`config.mk`:
```
export PLATFORM = sky130hd
export DESIGN_NAME = bf_fetch_unit
export DESIGN_NICKNAME = d
export VERILOG_FILES = /design/src/rtl/bf_pkg.sv /design/src/rtl/bf_op_fifo.sv /design/src/rtl/bf_fetch_unit.sv
export SDC_FILE = /design/constraint.sdc
export NUM_CORES = 1
export LEC_CHECK = 0
export CORE_MARGIN = 1
export CORE_UTILIZATION = 50
export DETAILED_ROUTE_END_ITERATION = 12
export HOLD_SLACK_MARGIN = 0.06
export PLACE_DENSITY = 0.71
export SYNTH_ARGS = -nofsm -noshare
export SYNTH_HDL_FRONTEND = slang
export SYNTH_SLANG_ARGS = --single-unit
```
`constraint.sdc`:
```
create_clock -name clk -period 3.74 [get_ports clk]
set_clock_uncertainty 0.05 [all_clocks]
set_input_delay 0.748 -clock clk [delete_from_list [all_inputs] [get_ports clk]]
set_output_delay 0.748 -clock clk [all_outputs]
set_load 0.005 [all_outputs]
```
`src/rtl/bf_pkg.sv`:
```
// Shared opcode, character and FSM definitions for the BF fetch path.
package bf_pkg;

   localparam int OP_W = 4;

   typedef enum logic [OP_W-1:0] {
      OP_INC   = 4'd0,
      OP_DEC   = 4'd1,
      OP_RIGHT = 4'd2,
      OP_LEFT  = 4'd3,
      OP_LOOP  = 4'd4,
      OP_END   = 4'd5,
      OP_OUT   = 4'd6,
      OP_IN    = 4'd7,
      OP_HALT  = 4'd8
   } op_e;

   localparam logic [7:0] CH_INC   = 8'h2B;
   localparam logic [7:0] CH_DEC   = 8'h2D;
   localparam logic [7:0] CH_RIGHT = 8'h3E;
   localparam logic [7:0] CH_LEFT  = 8'h3C;
   localparam logic [7:0] CH_LOOP  = 8'h5B;
   localparam logic [7:0] CH_END   = 8'h5D;
   localparam logic [7:0] CH_OUT   = 8'h2E;
   localparam logic [7:0] CH_IN    = 8'h2C;
   localparam logic [7:0] CH_NUL   = 8'h00;

   typedef enum logic [1:0] {
      ST_IDLE,
      ST_REQ,
      ST_HALT
   } fetch_state_e;

   typedef struct packed {
      logic vld;
      op_e  op;
   } dec_t;

   // Anything outside the eight BF characters and NUL is a comment (vld=0).
   function automatic dec_t decode(input logic [7:0] b);
      dec_t d;
      d.vld = 1'b1;
      d.op  = OP_INC;
      case (b)
         CH_INC:   d.op = OP_INC;
         CH_DEC:   d.op = OP_DEC;
         CH_RIGHT: d.op = OP_RIGHT;
         CH_LEFT:  d.op = OP_LEFT;
         CH_LOOP:  d.op = OP_LOOP;
         CH_END:   d.op = OP_END;
         CH_OUT:   d.op = OP_OUT;
         CH_IN:    d.op = OP_IN;
         CH_NUL:   d.op = OP_HALT;
         default:  d.vld = 1'b0;
      endcase
      return d;
   endfunction

endpackage

```
`src/rtl/bf_op_fifo.sv`:
```
// Show-ahead opcode FIFO with flush; head stays on the last shown entry when empty.
// Latency: a push is visible at the head the cycle after it is written.
// Backpressure: push is dropped when full, pop ignored when empty; flush wins over both.
module bf_op_fifo #(
   parameter int WIDTH = 12,
   parameter int DEPTH = 4
) (
   input  logic                     clk,
   input  logic                     rst_n,
   input  logic                     push,
   input  logic [WIDTH-1:0]         push_dat,
   input  logic                     pop,
   input  logic                     flush,
   output logic [WIDTH-1:0]         head_dat,
   output logic [$clog2(DEPTH):0]   count,
   output logic                     empty,
   output logic                     full
);

   localparam int AW    = $clog2(DEPTH);
   localparam int CNT_W = AW + 1;

   logic [WIDTH-1:0] mem [DEPTH];
   logic [AW-1:0]    wr_ptr;
   logic [AW-1:0]    rd_ptr;
   logic [WIDTH-1:0] head_q;
   logic             wr_en;
   logic             rd_en;

   assign empty    = (count == '0);
   assign full     = (count == CNT_W'(DEPTH));
   assign wr_en    = push && !full;
   assign rd_en    = pop && !empty;
   assign head_dat = empty ? head_q : mem[rd_ptr];

   always_ff @(posedge clk) begin
      if (rst_n && wr_en && !flush) begin
         mem[wr_ptr] <= push_dat;
      end
   end

   always_ff @(posedge clk) begin
      if (!rst_n) begin
         wr_ptr <= '0;
         rd_ptr <= '0;
         count  <= '0;
         head_q <= '0;
      end else begin
         head_q <= head_dat;
         if (flush) begin
            wr_ptr <= '0;
            rd_ptr <= '0;
            count  <= '0;
         end else begin
            if (wr_en) wr_ptr <= wr_ptr + AW'(1);
            if (rd_en) rd_ptr <= rd_ptr + AW'(1);
            case ({wr_en, rd_en})
               2'b10:   count <= count + CNT_W'(1);
               2'b01:   count <= count - CNT_W'(1);
               default: count <= count;
            endcase
         end
      end
   end

endmodule

```
`src/rtl/bf_fetch_unit.sv`:
```
// BF instruction fetch: reads program bytes, decodes, drops comments, queues opcodes.
// Latency: byte acked in cycle N is at the FIFO head in N+1; one byte per 2 cycles max.
// Backpressure: no new request while the FIFO is full; redirect flushes and restarts.
module bf_fetch_unit
   import bf_pkg::*;
#(
   parameter int PC_W       = 8,
   parameter int FIFO_DEPTH = 4
) (
   input  logic              clk,
   input  logic              rst_n,
   input  logic              en,
   output logic              mem_req,
   output logic [PC_W-1:0]   mem_addr,
   input  logic              mem_ack,
   input  logic [7:0]        mem_rdata,
   output logic              instr_valid,
   input  logic              instr_ready,
   output logic [OP_W-1:0]   instr_op,
   output logic [PC_W-1:0]   instr_pc,
   input  logic              redirect_valid,
   input  logic [PC_W-1:0]   redirect_pc,
   output logic              halted
);

   localparam int ENT_W = OP_W + PC_W;
   localparam int CNT_W = $clog2(FIFO_DEPTH) + 1;

   fetch_state_e     state;
   logic [PC_W-1:0]  fetch_pc;
   dec_t             dec;
   logic             push_vld;
   logic             pop_vld;
   logic [ENT_W-1:0] push_dat;
   logic [ENT_W-1:0] head_dat;
   logic [CNT_W-1:0] fifo_cnt;
   logic             fifo_empty;
   logic             fifo_full;

   assign dec         = decode(mem_rdata);
   assign push_vld    = (state == ST_REQ) && mem_ack && dec.vld && !redirect_valid && !fifo_full;
   assign pop_vld     = instr_valid && instr_ready;
   assign push_dat    = {dec.op, fetch_pc};
   assign instr_valid = !fifo_empty;
   assign instr_op    = head_dat[ENT_W-1:PC_W];
   assign instr_pc    = head_dat[PC_W-1:0];

   bf_op_fifo #(
      .WIDTH (ENT_W),
      .DEPTH (FIFO_DEPTH)
   ) u_fifo (
      .clk      (clk),
      .rst_n    (rst_n),
      .push     (push_vld),
      .push_dat (push_dat),
      .pop      (pop_vld),
      .flush    (redirect_valid),
      .head_dat (head_dat),
      .count    (fifo_cnt),
      .empty    (fifo_empty),
      .full     (fifo_full)
   );

   always_ff @(posedge clk) begin
      if (!rst_n) begin
         state    <= ST_IDLE;
         fetch_pc <= '0;
         mem_req  <= 1'b0;
         mem_addr <= '0;
         halted   <= 1'b0;
      end else if (redirect_valid) begin
         // Redirect abandons any outstanding read; a same-cycle ack is dropped.
         state    <= ST_IDLE;
         fetch_pc <= redirect_pc;
         mem_req  <= 1'b0;
         halted   <= 1'b0;
      end else begin
         case (state)
            ST_IDLE: begin
               if (en && (fifo_cnt < CNT_W'(FIFO_DEPTH))) begin
                  state    <= ST_REQ;
                  mem_req  <= 1'b1;
                  mem_addr <= fetch_pc;
               end
            end
            ST_REQ: begin
               if (mem_ack) begin
                  mem_req <= 1'b0;
                  if (dec.vld && dec.op == OP_HALT) begin
                     state  <= ST_HALT;
                     halted <= 1'b1;
                  end else begin
                     state    <= ST_IDLE;
                     fetch_pc <= fetch_pc + PC_W'(1);
                  end
               end
            end
            default: begin
               state   <= ST_HALT;
               mem_req <= 1'b0;
            end
         endcase
      end
   end

endmodule
```
==> impl_metrics.env, run 1 <==
export IMPL_yosys_area_top_type="sky130_fd_sc_hd__edfxtp_1"
export IMPL_root_buffer="sky130_fd_sc_hd__clkbuf_8"
export IMPL_worst_setup_hold_path_clk_slew_ps=80
export IMPL_synth_top_cell_area_share_pct=38.57
export IMPL_initialDrtViolationCount=85
export IMPL_design_die_area_mm2=0.007824
export IMPL_avgRoutedWirePerCell_um=16.51
export IMPL_synth_top_cells_by_area="sky130_fd_sc_hd__edfxtp_1, sky130_fd_sc_hd__dfxtp_1, sky130_fd_sc_hd__mux4_2, sky130_fd_sc_hd__mux2_2, sky130_fd_sc_hd__mux2i_1"
export IMPL_slew_limit_headroom_pct=52.23
export IMPL_max_cap_violations=0
export IMPL_holdCritPathClass="register to register"
export IMPL_synth_cell_area_mm2=0.003737
export IMPL_design_power_total_mw=1.721
export IMPL_clock_latency_ps=350
export IMPL_path_buf_inv=3
export IMPL_num_vias=2240
export IMPL_cts_htree_levels=3
export IMPL_ant_nets=0
export IMPL_rows=31
export IMPL_dpl_hpwl_mm=4.890
export IMPL_tightest_slew_ps=711.1
export IMPL_cts_resized=0
export IMPL_cp_depth=11
export IMPL_period_share_pct=85.77
export IMPL_grt_antenna_before_repair=0
export IMPL_synth_area_per_cell_um2=14.10
export IMPL_timing_critical_path_slowest_cell_delay_ps=640
export IMPL_cp_arrival_ps=3430
export IMPL_setup_repair_after_global_routing_missed_its_margin="false"
export IMPL_tritoncts="yes"
export IMPL_total_routing_usage_reported_by_global_routing_pct=20.25
export IMPL_initial_core_util_pct=51.53
export IMPL_area_growth_synth_to_final_pct=20.22
export IMPL_antenna_cells=0
export IMPL_critical_path_required_ps=3970
export IMPL_coreArea_mm2=0.007253
export IMPL_cts_sink_count=88
export IMPL_synth_enable_flop_cells=48
export IMPL_ys_seq_elements=88
export IMPL_final_hold_viol_count=0
export IMPL_synth_async_sr_flop_share_pct=0
export IMPL_timing_rr_end="u_fifo.count[2]"
export IMPL_crit_top_cell="sky130_fd_sc_hd__inv_1"
export IMPL_layout_drive_gt1_share_pct=17.90
export IMPL_synthFlopType="sky130_fd_sc_hd__edfxtp_1"
export IMPL_outcome="complete, no violations"
export IMPL_startpoint_of_the_lowest_slack_hold_path="u_fifo.wr_ptr[0]"
export IMPL_cpLargestDelayFamily="buffers and inverters"
export IMPL_io_pins=45
export IMPL_chipHeight_um=88.46
export IMPL_finalSetupTns_ps=0
export IMPL_drc_errors=0
export IMPL_final_max_slew_viol_count=0
export IMPL_final_cell_count_no_fill=423
export IMPL_die_w_um=88.46
export IMPL_worstHoldEndpoint="u_fifo.wr_ptr[0]"
export IMPL_max_clock_path_buffers=2
export IMPL_gp_congestion=0.7764
export IMPL_first_global_vias=2286
export IMPL_place_inst=407
export IMPL_vias_per_cell=5.296
export IMPL_worst_setup_path_start_kind="input port"
export IMPL_critical_path_type="input port to register"
export IMPL_critPathSlowestCell="sky130_fd_sc_hd__clkdlybuf4s50_1"
export IMPL_post_synth_num_cell_types=45
export IMPL_postCtsHoldBufs=0
export IMPL_vdd_ir_drop_worst_v=0.0002096
export IMPL_synth_fp_nets=294
export IMPL_final_hold_worst_slack_ps=468.3
export IMPL_hold_path_cell_cnt=2
export IMPL_worst_setup_path_end_kind="register"
export IMPL_pin_count_of_the_biggest_net_entering_global_routing=31
export IMPL_setup_viol=0
export IMPL_synth_warning_count=0
export IMPL_timing_fmax_ghz=0.3117
export IMPL_timing_final_crit_period_ps=3208
export IMPL_numCtsBuffers=9
export IMPL_num_nets_final=348
export IMPL_seq_area_frac_synth_pct=59.99
export IMPL_grt_pass1_wl_mm=11.50
export IMPL_critical_path_cell_sequence="clkdlybuf4s50_1, nor4_4, and2_1, o31a_4, inv_1, ha_1, inv_1, fa_1, xor2_1, or3_1, a21oi_1"
export IMPL_power_leakage_nw=1.469
export IMPL_reg2reg_slack_ps=1170
export IMPL_global_route_overflow_total=0
export IMPL_post_cts_setup_driven_buffer_insertion_count=0
export IMPL_r2r_cells=8
export IMPL_power_per_cell_area_mw_per_mm2=383.0
export IMPL_port_buffers=44
export IMPL_postSynthCellCount=265
export IMPL_drt_total_wl_mm=6.982
export IMPL_worstReg2RegStart="u_fifo.count[2]"
export IMPL_detailedRoute_firstPassIterationCount=4
export IMPL_worstPathMaxFanout=7
==> area by class of cell <==
class | count | area, µm²
inverter | 10 | 37.54
tap | 99 | 123.9
clock buffer | 9 | 123.9
timing repair buffer | 52 | 500.5
sequential | 88 | 2242
fill | 583 | 2760
clock inverter | 7 | 53.80
multi-input combinational | 158 | 1411
==> how the worst max path moves through the flow <==
stage / endpoint / start
global route: u_fifo.count[2] / mem_rdata[7]
global placement: u_fifo.count[2] / mem_rdata[7]
finish: u_fifo.count[2] / mem_rdata[7]
floorplan: u_fifo.count[2] / mem_rdata[4]
CTS: u_fifo.count[2] / mem_rdata[7]
detailed placement: u_fifo.count[2] / mem_rdata[7]
==> power by group <==
group | switching, mW | total, mW | internal (mW)
clock network | 0.342 | 0.588 | 0.246
logic | 0.0402 | 0.0875 | 0.0472
registers | 0.0195 | 1.05 | 1.03
total | 0.402 | 1.72 | 1.32
==> state kept, by name, indices dropped and copies added, names as in the netlist, named ones only <==
name,count
fetch_pc,8
state,2
halted,1
u_fifo.wr_ptr,2
u_fifo.head_q,12
u_fifo.mem,48
u_fifo.rd_ptr,2
mem_addr,8
u_fifo.count,3
==> kinds of logic after synthesis <==
kind of cell	Yosys count	share of synthesized area (%)
mux	36	14.09
buf+inv	19	2.243
fa+ha+maj	7	2.544
compound gates	30	6.160
flops	88	59.99
xor+xnor	10	2.343
simple gates	75	12.62
==> metrics by stage <==
step / utilization [%] / instance area (µm²) / worst slack [ps]
after global routing: 61.95 / 4493 / 415.2
after CTS: 61.95 / 4493 / 547.0
after global placement: 59.50 / 4315 / 234.3
final: 61.95 / 4493 / 532.2
after floorplan: - / 3737 / 998.0
after detailed placement: 59.50 / 4315 / 174.2
==> cell usage after synthesis (5+ instances only) <==
cell / number
sky130_fd_sc_hd__a21oi_1: 9
sky130_fd_sc_hd__and2_1: 14
sky130_fd_sc_hd__clkbuf_1: 5
sky130_fd_sc_hd__dfxtp_1: 40
sky130_fd_sc_hd__edfxtp_1: 48
sky130_fd_sc_hd__ha_1: 6
sky130_fd_sc_hd__inv_1: 9
sky130_fd_sc_hd__mux2_2: 13
sky130_fd_sc_hd__mux2i_1: 11
sky130_fd_sc_hd__mux4_2: 12
sky130_fd_sc_hd__nand2_1: 8
sky130_fd_sc_hd__nand2b_1: 5
sky130_fd_sc_hd__nand3_1: 6
sky130_fd_sc_hd__nor2_1: 12
sky130_fd_sc_hd__nor2b_1: 9
sky130_fd_sc_hd__o21ai_0: 7
sky130_fd_sc_hd__xnor2_1: 6
==> worst reg2reg max path: stages (launching register included) <==
cell	delay [ps]
sky130_fd_sc_hd__dfxtp_1	400
sky130_fd_sc_hd__or3_1	540
sky130_fd_sc_hd__and2_1	290
sky130_fd_sc_hd__ha_1	200
sky130_fd_sc_hd__inv_1	60
sky130_fd_sc_hd__fa_1	380
sky130_fd_sc_hd__xor2_1	160
sky130_fd_sc_hd__or3_1	300
sky130_fd_sc_hd__a21oi_1	130
==> routing by layer <==
| metal | wire length [µm] | vias up | track usage (%) |
|---|---|---|---|
| met5 | 0 | - | 0 |
| met1 | 2954 | 1097 | 24.09 |
| met4 | 102 | 0 | 7.918 |
| li1 | - | 1089 | - |
| met2 | 3715 | 46 | 36.64 |
| met3 | 209 | 8 | 3.358 |
==> placed cells by master (no fill, tap or decap), types with 7 or more instances in the layout <==
master                            Yosys  routed
sky130_fd_sc_hd__mux2i_1             11      11
sky130_fd_sc_hd__a21oi_1              9       9
sky130_fd_sc_hd__nor2_1              12      12
sky130_fd_sc_hd__inv_1                9       9
sky130_fd_sc_hd__clkdlybuf4s50_1      0      44
sky130_fd_sc_hd__nand2_1              8       8
sky130_fd_sc_hd__buf_4                1       8
sky130_fd_sc_hd__mux2_2              13      13
sky130_fd_sc_hd__and2_1              14      14
sky130_fd_sc_hd__clkbuf_8             0       9
sky130_fd_sc_hd__o21ai_0              7       7
sky130_fd_sc_hd__edfxtp_1            48      48
sky130_fd_sc_hd__nor2b_1              9       9
sky130_fd_sc_hd__dfxtp_1             40      40
sky130_fd_sc_hd__mux4_2              12      12
(Power assumes the default switching activity.)
==> run 2: changes to the inputs <==
Settings changed: ABC_AREA from default to 1.
==> impl_metrics.env, run 2 <==
export IMPL_postCtsHoldBufs=0
export IMPL_synth_cell_area_mm2=0.003834
export IMPL_vdd_ir_drop_worst_v=0.0001963
export IMPL_clock_latency_ps=360
export IMPL_antenna_cells=0
export IMPL_finalSetupTns_ps=0
export IMPL_final_cell_mix="sky130_fd_sc_hd__nor2_1, sky130_fd_sc_hd__nand2_1, sky130_fd_sc_hd__edfxtp_1"
export IMPL_power_clock_fraction_pct=32.6
export IMPL_rows=31
export IMPL_holdCritPathClass="register to register"
export IMPL_timing_final_crit_period_ps=3090
export IMPL_power_leakage_nw=1.642
export IMPL_worst_setup_path_start_kind="register"
export IMPL_synth_async_sr_flop_share_pct=0
export IMPL_grt_pass1_wl_mm=11.51
export IMPL_largest_reg_flops=48
export IMPL_vias_per_cell=5.038
export IMPL_power_report_internal_total_mw=1.321
export IMPL_yosys_area_top_type="sky130_fd_sc_hd__edfxtp_1"
export IMPL_root_buffer="sky130_fd_sc_hd__clkbuf_8"
export IMPL_cp_arrival_ps=2290
export IMPL_max_clock_path_buffers=2
export IMPL_synth_top_cells_by_area="sky130_fd_sc_hd__edfxtp_1, sky130_fd_sc_hd__dfxtp_1, sky130_fd_sc_hd__nor2_1, sky130_fd_sc_hd__nand2_1, sky130_fd_sc_hd__a21oi_1"
export IMPL_total_routing_usage_reported_by_global_routing_pct=19.73
export IMPL_combinational_fraction_of_design_power_pct=6.2
export IMPL_die_w_um=89.57
export IMPL_design_die_area_mm2=0.008022
export IMPL_critical_path_type="register to output pin"
export IMPL_dpl_cell_area_mm2=0.004369
export IMPL_synth_area_per_cell_um2=9.730
export IMPL_timing_fmax_ghz=0.3236
export IMPL_worstPathMaxFanout=16
export IMPL_final_hold_viol_count=0
export IMPL_power_per_cell_area_mw_per_mm2=378.0
export IMPL_drc_errors=0
export IMPL_io_pins=45
export IMPL_tritoncts="yes"
export IMPL_hold_path_cell_cnt=2
export IMPL_cts_resized=0
export IMPL_layout_drive_gt1_share_pct=9.800
export IMPL_cts_htree_levels=3
export IMPL_gp_congestion=0.8539
export IMPL_initialDrtViolationCount=108
export IMPL_global_route_overflow_total=0
export IMPL_postSynthCellCount=394
export IMPL_chipHeight_um=89.57
export IMPL_num_nets_final=473
export IMPL_numCtsBuffers=9
export IMPL_area_growth_synth_to_final_pct=18.11
export IMPL_net_switching_power_mw=0.3904
export IMPL_drt_total_wl_mm=7.260
export IMPL_cts_sink_count=88
export IMPL_port_buffers=44
export IMPL_worst_setup_path_end_kind="output pin"
export IMPL_num_vias=2761
export IMPL_grt_antenna_before_repair=0
export IMPL_initial_core_util_pct=52.30
export IMPL_most_frequent_cells_after_synthesis="sky130_fd_sc_hd__nor2_1, sky130_fd_sc_hd__nand2_1, sky130_fd_sc_hd__edfxtp_1, sky130_fd_sc_hd__dfxtp_1, sky130_fd_sc_hd__a21oi_1"
export IMPL_synth_fp_nets=423
export IMPL_post_route_util_pct=61.77
export IMPL_final_max_slew_viol_count=0
export IMPL_r2r_cells=11
export IMPL_setup_repair_after_global_routing_missed_its_margin="false"
export IMPL_sw_share_pct=22.81
export IMPL_slew_limit_headroom_pct=47.64
export IMPL_pin_count_of_the_biggest_net_entering_global_routing=25
export IMPL_max_flop_register="u_fifo.mem"
export IMPL_post_synth_num_cell_types=44
export IMPL_preCtsSetupSlack_ps=550.7
export IMPL_synth_enable_flop_cells=48
export IMPL_period_share_pct=82.62
export IMPL_outcome="complete, no violations"
export IMPL_share_seq_of_total_power_pct=61.2
export IMPL_reg_top3="u_fifo.mem: 48 flops, u_fifo.head_q: 12 flops"
export IMPL_ys_seq_elements=88
export IMPL_detailedRoute_firstPassIterationCount=4
export IMPL_seq_area_frac_synth_pct=58.49
export IMPL_synth_warning_count=0
export IMPL_worst_setup_hold_path_clk_slew_ps=80
export IMPL_layout_setup_ws_ps=649.9
export IMPL_synthFlopType="sky130_fd_sc_hd__edfxtp_1"
export IMPL_synth_top_cell_area_share_pct=37.60
export IMPL_avgRoutedWirePerCell_um=13.25
export IMPL_coreArea_mm2=0.007331
export IMPL_tightest_slew_ps=784.3
export IMPL_setup_viol=0
export IMPL_ant_nets=0
export IMPL_post_route_cell_area_mm2=0.004528
export IMPL_final_cell_count_no_fill=548
export IMPL_critical_path_required_ps=2940
export IMPL_place_inst=532
export IMPL_mostFrequentLayoutCell="sky130_fd_sc_hd__nor2_1"
export IMPL_fillers=627
export IMPL_post_cts_setup_driven_buffer_insertion_count=0
export IMPL_max_cap_violations=0
export IMPL_dpl_hpwl_mm=4.976
export IMPL_first_global_vias=2415
export IMPL_synthMostInstantiatedCell="sky130_fd_sc_hd__nor2_1"
==> run 2: cell types whose count changed after synthesis, sizes merged, moves of 6 or more <==
cell / before / now
nor2: 12 / 80
nand2: 8 / 70
o21ai: 7 / 34
inv: 9 / 30
a21oi: 10 / 28
and2: 14 / 1
mux2: 13 / 0
mux4: 12 / 0
o32ai: 0 / 12
mux2i: 11 / 1
nor2b: 9 / 0
buf: 4 / 10
nor4: 6 / 0
==> run 2: worst paths after layout <==
path	startpoint	endpoint	slack (ps)
min reg2reg	u_fifo.head_q[2]	u_fifo.head_q[2]	420
min	u_fifo.head_q[2]	u_fifo.head_q[2]	420
max	register	instr_pc[0]	650
max reg2reg	u_fifo.count[2]	u_fifo.count[2]	1540
==> run 2: power groups by stage <==
| stage | Clock [mW] | Sequential, mW | Combinational (mW) |
|---|---|---|---|
| after floorplan | 0 | 1.06 | 0.0543 |
| after global placement | 0 | 1.07 | 0.105 |
| after detailed placement | 0 | 1.07 | 0.106 |
| after CTS | 0.574 | 1.05 | 0.107 |
| after global routing | 0.608 | 1.05 | 0.118 |
| final | 0.558 | 1.05 | 0.106 |
==> run 2: worst max-delay path, cell delays in order, from the launching register on <==
cell	delay (ps)
sky130_fd_sc_hd__dfxtp_1	530
sky130_fd_sc_hd__buf_4	280
sky130_fd_sc_hd__nor2_1	70
sky130_fd_sc_hd__o32ai_1	380
sky130_fd_sc_hd__nand2_1	120
sky130_fd_sc_hd__nand2_1	80
sky130_fd_sc_hd__clkdlybuf4s50_1	490
==> run 2: cell families after synthesis <==
logic type | share of synthesized area (%)
simple gates | 19.45
buf+inv | 5.515
flops | 58.49
mux | 0.2611
fa+ha+maj | 2.480
xor+xnor | 0.9140
compound gates | 12.89
==> run 2: per-stage QoR <==
step | total power [mW] | hold slack, ps
6_report | 1.712 | 422.8
5_1_grt | 1.777 | 440.7
4_1_cts | 1.728 | 425.8
3_5_place_dp | 1.176 | 409.1
3_3_place_gp | 1.174 | 405.3
2_1_floorplan | 1.119 | 391.5
==> run 2: layer usage <==
layer / vias up / track usage [%] / part of all wire [%]
met5: - / 0 / 0
met4: 0 / 9.524 / 1.6
met3: 9 / 3.601 / 3.7
met2: 61 / 32.16 / 46
met1: 1257 / 25.43 / 48
li1: 1434 / - / -
==> run 2: final cells by class <==
cell class / count / area, µm² / area share, %
clock buffers: 12 / 135.1 / 2.984
flip-flops and latches: 88 / 2242 / 49.52
multi-input cells: 262 / 1380 / 30.48
inverters: 31 / 122.6 / 2.708
repair buffers: 52 / 500.5 / 11.05
well taps: 99 / 123.9 / 2.736
clock inverters: 4 / 23.77 / 0.5250
==> run 3: changes to the inputs <==
Clock period 3.74 ns to 3.2 ns, I/O delays scaled along.
==> impl_metrics.env, run 3 (synthesis results as in run 2) <==
export IMPL_outcome="complete, no violations"
export IMPL_power_report_internal_total_mw=1.628
export IMPL_final_max_slew_viol_count=0
export IMPL_post_route_util_pct=62.50
export IMPL_gp_congestion=0.8436
export IMPL_io_pins=45
export IMPL_first_global_vias=2520
export IMPL_setup_viol=0
export IMPL_mostFrequentLayoutCell="sky130_fd_sc_hd__nor2_1"
export IMPL_ant_nets=0
export IMPL_reg_top3="u_fifo.mem: 48 flops, u_fifo.head_q: 12 flops"
export IMPL_dpl_hpwl_mm=4.974
export IMPL_setup_repair_after_global_routing_missed_its_margin="false"
export IMPL_drt_total_wl_mm=7.069
export IMPL_num_nets_final=476
export IMPL_num_vias=2764
export IMPL_final_cell_mix="sky130_fd_sc_hd__nor2_1, sky130_fd_sc_hd__nand2_1, sky130_fd_sc_hd__edfxtp_1"
export IMPL_share_seq_of_total_power_pct=58.8
export IMPL_antenna_cells=0
export IMPL_max_cap_violations=0
export IMPL_coreArea_mm2=0.007331
export IMPL_total_routing_usage_reported_by_global_routing_pct=19.71
export IMPL_slew_limit_headroom_pct=50.13
export IMPL_cpLargestDelayFamily="flip-flops"
export IMPL_worstPathMaxFanout=24
export IMPL_largest_reg_flops=48
export IMPL_power_per_cell_area_mw_per_mm2=454.0
export IMPL_timing_final_crit_period_ps=2937
export IMPL_holdCritPathClass="register to register"
export IMPL_cts_sink_count=88
export IMPL_period_share_pct=91.79
export IMPL_critical_path_cell_sequence="o21ai_0, o32ai_1, nand2_1, nand2_1, clkdlybuf4s50_1"
export IMPL_post_route_cell_area_mm2=0.004582
export IMPL_chipHeight_um=89.57
export IMPL_numCtsBuffers=9
export IMPL_power_clock_fraction_pct=35.2
export IMPL_cp_arrival_ps=2250
export IMPL_timing_critical_path_slowest_cell_delay_ps=810
export IMPL_preCtsSetupSlack_ps=155.1
export IMPL_detailedRoute_firstPassIterationCount=4
export IMPL_clock_latency_ps=340
export IMPL_path_buf_inv=1
export IMPL_area_growth_synth_to_final_pct=19.52
export IMPL_design_die_area_mm2=0.008022
export IMPL_avgRoutedWirePerCell_um=12.83
export IMPL_crit_top_cell="sky130_fd_sc_hd__nand2_1"
export IMPL_die_w_um=89.57
export IMPL_global_route_overflow_total=0
export IMPL_initial_core_util_pct=52.30
export IMPL_timing_fmax_ghz=0.3405
export IMPL_finalSetupTns_ps=0
export IMPL_vias_per_cell=5.016
export IMPL_grt_antenna_before_repair=0
export IMPL_worst_setup_path_start_kind="register"
export IMPL_post_cts_setup_driven_buffer_insertion_count=0
export IMPL_rows=31
export IMPL_cts_htree_levels=3
export IMPL_drc_errors=0
export IMPL_critical_path_type="register to output pin"
export IMPL_layout_drive_gt1_share_pct=10.84
export IMPL_max_clock_path_buffers=2
export IMPL_pin_count_of_the_biggest_net_entering_global_routing=25
export IMPL_power_leakage_nw=1.674
export IMPL_tightest_slew_ps=747.1
export IMPL_net_switching_power_mw=0.4525
export IMPL_grt_pass1_wl_mm=11.57
export IMPL_worst_setup_path_end_kind="output pin"
export IMPL_sw_share_pct=21.75
export IMPL_tritoncts="yes"
export IMPL_postCtsHoldBufs=0
export IMPL_layout_setup_ws_ps=262.8
export IMPL_critical_path_required_ps=2510
export IMPL_critPathSlowestCell="sky130_fd_sc_hd__dfxtp_1"
export IMPL_combinational_fraction_of_design_power_pct=6.0
export IMPL_dpl_cell_area_mm2=0.004392
export IMPL_worst_setup_hold_path_clk_slew_ps=80
export IMPL_port_buffers=44
export IMPL_vdd_ir_drop_worst_v=0.0002198
export IMPL_root_buffer="sky130_fd_sc_hd__clkbuf_8"
export IMPL_initialDrtViolationCount=103
export IMPL_final_hold_viol_count=0
export IMPL_max_flop_register="u_fifo.mem"
export IMPL_cts_resized=0
==> run 3: cell types whose count changed in the layout (fill, tap and decap cells not counted) <==
| cell | before | now |
|---|---|---|
| sky130_fd_sc_hd__buf_4 | 8 | 11 |
| sky130_fd_sc_hd__clkbuf_1 | 3 | 2 |
| sky130_fd_sc_hd__bufinv_16 | 0 | 1 |
| sky130_fd_sc_hd__clkinv_4 | 0 | 1 |
| sky130_fd_sc_hd__clkinv_1 | 1 | 0 |
==> run 3: worst min-delay path, cell delays in order, from the launching register on <==
cell and delay (ps):
sky130_fd_sc_hd__dfxtp_1 300, sky130_fd_sc_hd__nand2_1 70, sky130_fd_sc_hd__a21oi_1 60
==> run 3: stage by stage <==
| stage | total power, mW | hold WS, ps | std cells |
|---|---|---|---|
| 6_report | 2.080 | 423.3 | 551 |
| 5_1_grt | 2.170 | 438.4 | 551 |
| 4_1_cts | 2.105 | 425.8 | 551 |
| 3_5_place_dp | 1.375 | 413.7 | 535 |
| 3_3_place_gp | 1.373 | 404.4 | 535 |
| 2_1_floorplan | 1.308 | 391.5 | 394 |
==> run 3: path summary, 6_finish.rpt <==
check / startpoint / to / slack, ps / cells past startpoint
max: register / instr_op[3] / 260 / 5
min: u_fifo.head_q[10] / u_fifo.head_q[10] / 420 / 2
max reg2reg: u_fifo.count[2] / u_fifo.count[2] / 1160 / 11
min reg2reg: u_fifo.head_q[10] / u_fifo.head_q[10] / 420 / 2
==> run 3: cell type report <==
cell class	instances	area, µm²
clock buffer	11	131.4
fill	585	2749
inverter	31	122.6
tap	99	123.9
clock inverter	5	58.81
timing repair buffer	55	523.0
multi-input combinational	262	1380
sequential	88	2242
==> run 3: power groups by stage <==
stage / Sequential [mW] / Combinational [mW] / Clock (mW)
final: 1.22 / 0.125 / 0.731
after global routing: 1.23 / 0.140 / 0.803
after CTS: 1.22 / 0.126 / 0.755
after detailed placement: 1.25 / 0.125 / 0
after global placement: 1.25 / 0.123 / 0
after floorplan: 1.24 / 0.0634 / 0
==> run 3: layer usage <==
| metal | vias to the layer above | GRT usage [%] | wire (µm) | part of all wire [%] |
|---|---|---|---|---|
| met5 | - | 0 | 0 | 0 |
| met4 | 0 | 9.812 | 43 | 0.61 |
| met3 | 2 | 2.955 | 344 | 4.9 |
| met2 | 69 | 32.71 | 3383 | 48 |
| met1 | 1242 | 25.21 | 3298 | 47 |
| li1 | 1451 | - | - | - |
